### config.mk
export PLATFORM = sky130hd
export DESIGN_NAME = pc_sequencer
export DESIGN_NICKNAME = d
export VERILOG_FILES = /design/src/rtl/pc_sequencer.sv
export SDC_FILE = /design/constraint.sdc
export NUM_CORES = 1
export LEC_CHECK = 0
export BUFFER_PORTS_ARGS = -buffer_cell sky130_fd_sc_hd__clkbuf_2
export CORE_UTILIZATION = 45
export CTS_CLUSTER_DIAMETER = 150
export DETAILED_ROUTE_END_ITERATION = 8
export HOLD_SLACK_MARGIN = 0.06
export PLACE_DENSITY = 0.71
export SYNTH_ARGS = -nofsm -noshare
export SYNTH_HDL_FRONTEND = slang
export SYNTH_SLANG_ARGS = --single-unit
### constraint.sdc
create_clock -name clk -period 2.7 [get_ports clk]
set_input_delay 0.135 -clock clk [delete_from_list [all_inputs] [get_ports clk]]
set_output_delay 0.135 -clock clk [all_outputs]
set_load 0.005 [all_outputs]
### src/rtl/pc_sequencer.sv
// Program counter and next-PC selection for the single-cycle core: sequential
// fetch, branch/jump redirect, trap entry/return, saved EPC and issue counting.
module pc_sequencer #(
    parameter int                XLEN         = 32,
    parameter logic [XLEN-1:0]   RESET_VECTOR = 32'h0000_0000,
    parameter logic [XLEN-1:0]   TRAP_VECTOR  = 32'h0000_0100,
    parameter int                INC          = 4,
    parameter int                CNT_W        = 32
) (
    input  logic             clk,
    input  logic             rst,
    input  logic             stall,
    input  logic             redirect_valid,
    input  logic [XLEN-1:0]  redirect_target,
    input  logic             trap,
    input  logic             mret,
    output logic [XLEN-1:0]  pc,
    output logic             pc_valid,
    output logic [XLEN-1:0]  epc,
    output logic             misaligned,
    output logic             in_trap,
    output logic [CNT_W-1:0] issue_count,
    output logic [1:0]       state
);

    typedef enum logic [1:0] {
        BOOT = 2'd0,
        RUN  = 2'd1,
        TRAP = 2'd2
    } state_e;

    // INC is a power of two, so its low bits form the alignment mask.
    localparam logic [XLEN-1:0] ALIGN_MASK = XLEN'(INC - 1);

    state_e           state_q, state_d;
    logic [XLEN-1:0]  pc_q, pc_d;
    logic [XLEN-1:0]  epc_q, epc_d;
    logic             mis_q, mis_d;
    logic [CNT_W-1:0] cnt_q, cnt_d;
    logic             advance;
    logic             target_mis;

    assign target_mis = (redirect_target & ALIGN_MASK) != '0;

    always_comb begin
        state_d = state_q;
        pc_d    = pc_q;
        epc_d   = epc_q;
        mis_d   = 1'b0;
        advance = 1'b0;
        case (state_q)
            BOOT: begin
                state_d = RUN;
            end
            RUN, TRAP: begin
                advance = 1'b1;
                if (trap) begin
                    pc_d    = TRAP_VECTOR;
                    epc_d   = pc_q;
                    state_d = TRAP;
                end else if (mret) begin
                    pc_d    = epc_q;
                    state_d = RUN;
                end else if (redirect_valid && target_mis) begin
                    pc_d    = TRAP_VECTOR;
                    epc_d   = pc_q;
                    state_d = TRAP;
                    mis_d   = 1'b1;
                end else if (redirect_valid) begin
                    pc_d = redirect_target;
                end else if (!stall) begin
                    pc_d = pc_q + XLEN'(INC);
                end else begin
                    advance = 1'b0;
                end
            end
            default: begin
                state_d = BOOT;
            end
        endcase
        cnt_d = advance ? cnt_q + CNT_W'(1) : cnt_q;
    end

    always_ff @(posedge clk or posedge rst) begin
        if (rst) begin
            state_q <= BOOT;
            pc_q    <= RESET_VECTOR;
            epc_q   <= '0;
            mis_q   <= 1'b0;
            cnt_q   <= '0;
        end else begin
            state_q <= state_d;
            pc_q    <= pc_d;
            epc_q   <= epc_d;
            mis_q   <= mis_d;
            cnt_q   <= cnt_d;
        end
    end

    assign pc          = pc_q;
    assign pc_valid    = (state_q != BOOT);
    assign epc         = epc_q;
    assign misaligned  = mis_q;
    assign in_trap     = (state_q == TRAP);
    assign issue_count = cnt_q;
    assign state       = state_q;

endmodule

After elaboration in Yosys (flattened, before gate mapping). Cells that the tools add are included.

Flip-flop bits (word level): 99. Output and inout bits: 101. Word-level logic and storage cells: 42.

$add $sub $neg: 2. Reduce and logical (&&, ||, !) cells: 8. Mux-type cells: 22. Equality and inequality tests: 5.

Operators with widths (count): $mux W32 (8); $add A32 B1 Y32 const B (1); $add A32 B3 Y32 const B (1); $reduce_bool A32 Y1 (1); $mux W1 (10); $mux W2 (3); $ne A5 B1 Y1 const B (1); $ne A4 B4 Y1 const B (1); $pmux W2 S2 (1); $reduce_bool A2 Y1 (2); $reduce_and A3 Y1 (1); $eq A2 B1 Y1 const B (1); $eq A2 B2 Y1 const B (1); $logic_not A2 Y1 (1); $ne A2 B2 Y1 const B (1); $reduce_and A2 Y1 (1); $reduce_or A2 Y1 (1); $logic_and A1 B1 Y1 (1).

Logic depth before layout (Yosys ltp).
Depth in word-level cells: 6. Mapped depth: 8. Gate-level depth less buffers: 7.

Worst setup path after synthesis. Ideal clock, no wire load.

Path kind: flip-flop to flip-flop. Start: register state_q[1] (netlist: state[1]). End: register pc_q[15] (netlist: pc[15]). Setup slack: 0.829 ns. Required time: 2.610 ns. Stages on the path, launching flop included: 8. Library setup time: 0.090 ns. Arrival: 1.781 ns. Path through: dfrtp_1 inv_1 ha_1 nor2b_1 nand4b_1 nor2_1 nand4_1 o221ai_1.

Longest elaborated chain between the ends: 3.

Ends and longest elaborated chain: start, declared (RTL line 35) `state_e state_q, state_d;`; start signal, assigned (RTL line 92) `state_q <= state_d;`; $eq A2 B2 Y1 or $eq A2 B1 Y1 (tied branches) (RTL line 51) `case (state_q)`; $reduce_or A2 Y1 (*) (RTL line 51); $reduce_and A2 Y1 (no source line) (*); end signal, assigned (RTL line 93) `pc_q <= pc_d;`; end, declared (RTL line 36) `logic [XLEN-1:0] pc_q, pc_d;`.

Mark *: on every way between the ends. The rest lies on a longest branch, timed or not. A chain may end at the register's enable or synchronous reset.

Final worst setup path.
Start: register pc_q[2] (netlist: pc[2]). End: register pc_q[26] (netlist: pc[26]).

Longest elaborated chain between the ends: 6.

Ends and longest elaborated chain: $add A32 B3 Y32 (RTL line 72) `pc_d = pc_q + XLEN'(INC);`; $mux W32 (RTL line 71) `end else if (!stall) begin`; $mux W32 (RTL line 69) `end else if (redirect_valid) begin`; $mux W32 (RTL line 64) `end else if (redirect_valid && target_mis) begin`; $mux W32 (RTL line 61) `end else if (mret) begin`; $mux W32 (RTL line 57) `if (trap) begin`.

No other way between the ends. The select of a mux whose other input is x is not followed.

==> results.md <==
* Die area at approximately 12000 um2
* Arrival time worst endpoint at around 2500 ps
* Sw frac at ~40%
* Initial Utilization at 46.0%
* CTS resizes at 0
* Synth Cell Area at between 5000 and 6000 um2
* Vias in the first global route at 4496
* Final Hold Viols at 0
* Final period util at between 80% and 90%
* Die Width at around 110 um
* First-pass DRT Iterations at 5
* CP top delay family: simple AND/OR/NAND/NOR gates
* RSZ-0062 raised after global routing: false
* Post-synth top area share at between 40% and 50%
* Later-pin clock latency in the skew report at about 350 ps
* Leading area contributor after synthesis: dfrtp_1
* Worst min path class: primary input to flop
* Pin count of the biggest net entering global routing at 50
* CTS Hold Bufs at 5
* H-Tree Depth at 3
* Period minus WS final at approximately 2300 ps
* Layout Nets at roughly 700
* PD cells at a little under 900 nW/um2
* Final Non-Filler Cells at a little over 800
* Die Span Y at roughly 110 um
* Critical path's slowest cell: dfrtp_1
* Pre-CTS setup slack at 484 ps
* Seq cells post-synth at a little under 100
* Max-cap violations at 0
* First-pass GRT wire length at approximately 22 mm
* Slew Limit Fails at 0
* Synth top area cells: dfrtp_1, mux2_2, xnor2_1
* Drt wl/cell at 17.3 um
* CTS tree: yes
* Post-synth ARST share at 100%
* Status: finished clean
* Gr ovfl total at 0
* Cell count after synthesis at ~520
* Relative slew slack at 49.2%
* Placer Congestion at between 0.8 and 0.9
* Clk pwr share at between 20% and 30%
* Sequential share of the synthesized area at 47.3%
* Setup TNS after final layout at 0 ps
* Crit path kind: flop to flop
* Initial DRC count at about 300
* Worst Setup End Kind: flop
* Mapped Nets at around 560
* CP max stage delay at roughly 480 ps
* I/O Buffers at 138
* Rows at 39
* CTS buffer count at 9
* Comb power frac at 35.2%
* Final setup fails at 0
* Worst VDD drop at 0.535 mV
* Placed cell areas at between 6000 and 7000 um2
* Hold Startpoint: redirect_target[7]
* Share of cells above drive strength 1 at a little under a third
* DRC Markers at 0
* Clk sinks at approximately 100
* Initial antenna violation count at 0
* Critical Path Fanout Max at 10
* Synthesis Warnings at 0
* Worst slew pin tran at 762 ps
* I/O Pins at around 140
* Yosys cell types at 53
* Max clock buf depth at 2
* CTS Root Cell: clkbuf_16
* Cell area after layout at between 6000 and 7000 um2
* Switching power at ~2200 uW
* GRT Total Usage at around a quarter
* Critical path origin: pc[2]$_DFFE_PP0P_
* Critical-path cell list: ha_1, and2_0, nand2_1, nor4_2, o22ai_1, a22o_1
* Number of flops mapped to enable cells by yosys at 0
* WP buf/inv at 0
* Top FF cell, synth: dfrtp_1
* Max Freq at approximately 0.44 GHz
* Most frequent cell after synthesis: dfrtp_1
* CORE AREA at 11400 um2
* Clock skew at ~4.8 ps
* Number of post-CTS setup repair buffers at 0
* Pwr Total at ~5600 uW
* Worst EP required at roughly 2900 ps
* # diodes at 0
* Area Growth Syn to Fin at 22.9%
* Wirelength, routed at 14.0 mm
* P_leak at between 0.003 and 0.004 uW
* Int Power at about 3400 uW
* Average via count per standard cell at roughly 5.8
* Post-Syn Area per Cell at around 10 um2
* Sequential share of power at 43.3%
* Worst R2R Start: pc[2]$_DFFE_PP0P_
* Worst Setup Start Kind: flop
* Via count at around 4700
* Inst Count DP at 785
* Placed wire-length estimate at around 10 mm
* Final setup margin at between 400 and 500 ps
* Clk slew on worst S/H paths at roughly 70 ps
* Post-detailed-route count of antenna-violating nets at 0
* Post-synth top cells: dfrtp_1, nand2_1, nor2_1
logic make-up (layout without fill, tap and decap cells):
group                    count (synthesis)  count (layout)  share of synthesized area (%)
AO/OA/AOI/OAI                          110             110                           13.8
buffers and inverters                   43             185                           3.63
adder cells (fa/ha/maj)                  5               5                           1.20
multiplexers                            35              35                           7.36
AND/OR/NAND/NOR                        185             185                           19.2
flip-flops                              99              99                           47.3
XOR/XNOR                                44              44                           7.36
path summary, 6_finish.rpt:
check                                                    to  slack (ps)  cells after the start
worst max-delay path                     pc[26]$_DFFE_PP0P_         440                      6
worst min-delay path                      pc[7]$_DFFE_PP0P_          80                      3
worst max register to register           pc[26]$_DFFE_PP0P_         440                      6
worst min register to register  issue_count[31]$_DFFE_PP0P_         470                      1
max in group asynchronous       issue_count[31]$_DFFE_PP0P_        1620                      4
min in group asynchronous                epc[4]$_DFFE_PP0P_         340                      3
cell usage in the layout (no fill, tap or decap), drive strengths merged, types with 3 or more instances in the layout:
cell type	Yosys	layout
nor2b	6	6
mux2i	7	7
or3	5	5
nor3	9	9
clkinvlp	0	5
o31ai	11	11
nand3	29	29
mux2	28	28
dfrtp	99	99
clkbuf	15	147
xnor2	27	27
nor2	30	30
dlygate4sd3	0	5
o22ai	5	5
inv	14	14
a21oi	18	18
buf	14	12
xor2	17	17
nand2	43	43
and4	9	9
nand4	20	20
o31a	5	5
a22oi	18	18
nand2b	5	5
a31oi	3	3
o21ai	32	32
o221ai	3	3
and3	5	5
a22o	3	3
nor4	14	14
ha	5	5
and2	5	5
stage by stage:
| step | hold WS, ps | utilization (%) |
|---|---|---|
| 3_3_place_gp | 163 | 53.7 |
| 3_5_place_dp | 171 | 53.7 |
| 2_1_floorplan | 277 | - |
| 5_1_grt | 86.8 | 56.6 |
| 6_report | 84.4 | 56.6 |
| 4_1_cts | 71.6 | 56.6 |
state kept, by name, summed over array words and instances, names as in the netlist:
register and cells:
state 2, epc 32, misaligned 1, issue_count 32
pc 32
worst register-to-register path: cells and delay by family (launching register included):
family / cells / cell delay, ps
adder cells (fa/ha/maj): 1 / 300
flip-flops: 1 / 480
AND/OR/NAND/NOR: 3 / 1010
AO/OA/AOI/OAI: 2 / 350
cell type report:
class	count	area, um2
multi-input cells	379	2570
clock inverters	7	52.6
repair buffers	155	868
inverters	14	56.3
well taps	143	179
fillers	1018	4940
clock buffers	9	225
flip-flops and latches	99	2480
per-layer routing:
layer	global-route usage, %	share of wire (%)	vias to the layer above
met5	0	0	-
met2	40.6	49	163
met4	11.1	2.1	0
met1	30.3	43	2301
li1	-	-	2188
met3	4.86	5.7	24
power groups by stage:
stage | sequential (uW) | combinational [uW] | clock, uW
2_1_floorplan | 2290 | 1240 | 0
3_3_place_gp | 2410 | 1930 | 0
3_5_place_dp | 2440 | 1980 | 0
4_1_cts | 2420 | 1990 | 1230
5_1_grt | 2490 | 2170 | 1290
6_report | 2430 | 1970 | 1210
Power figures use the tool's default switching activity.
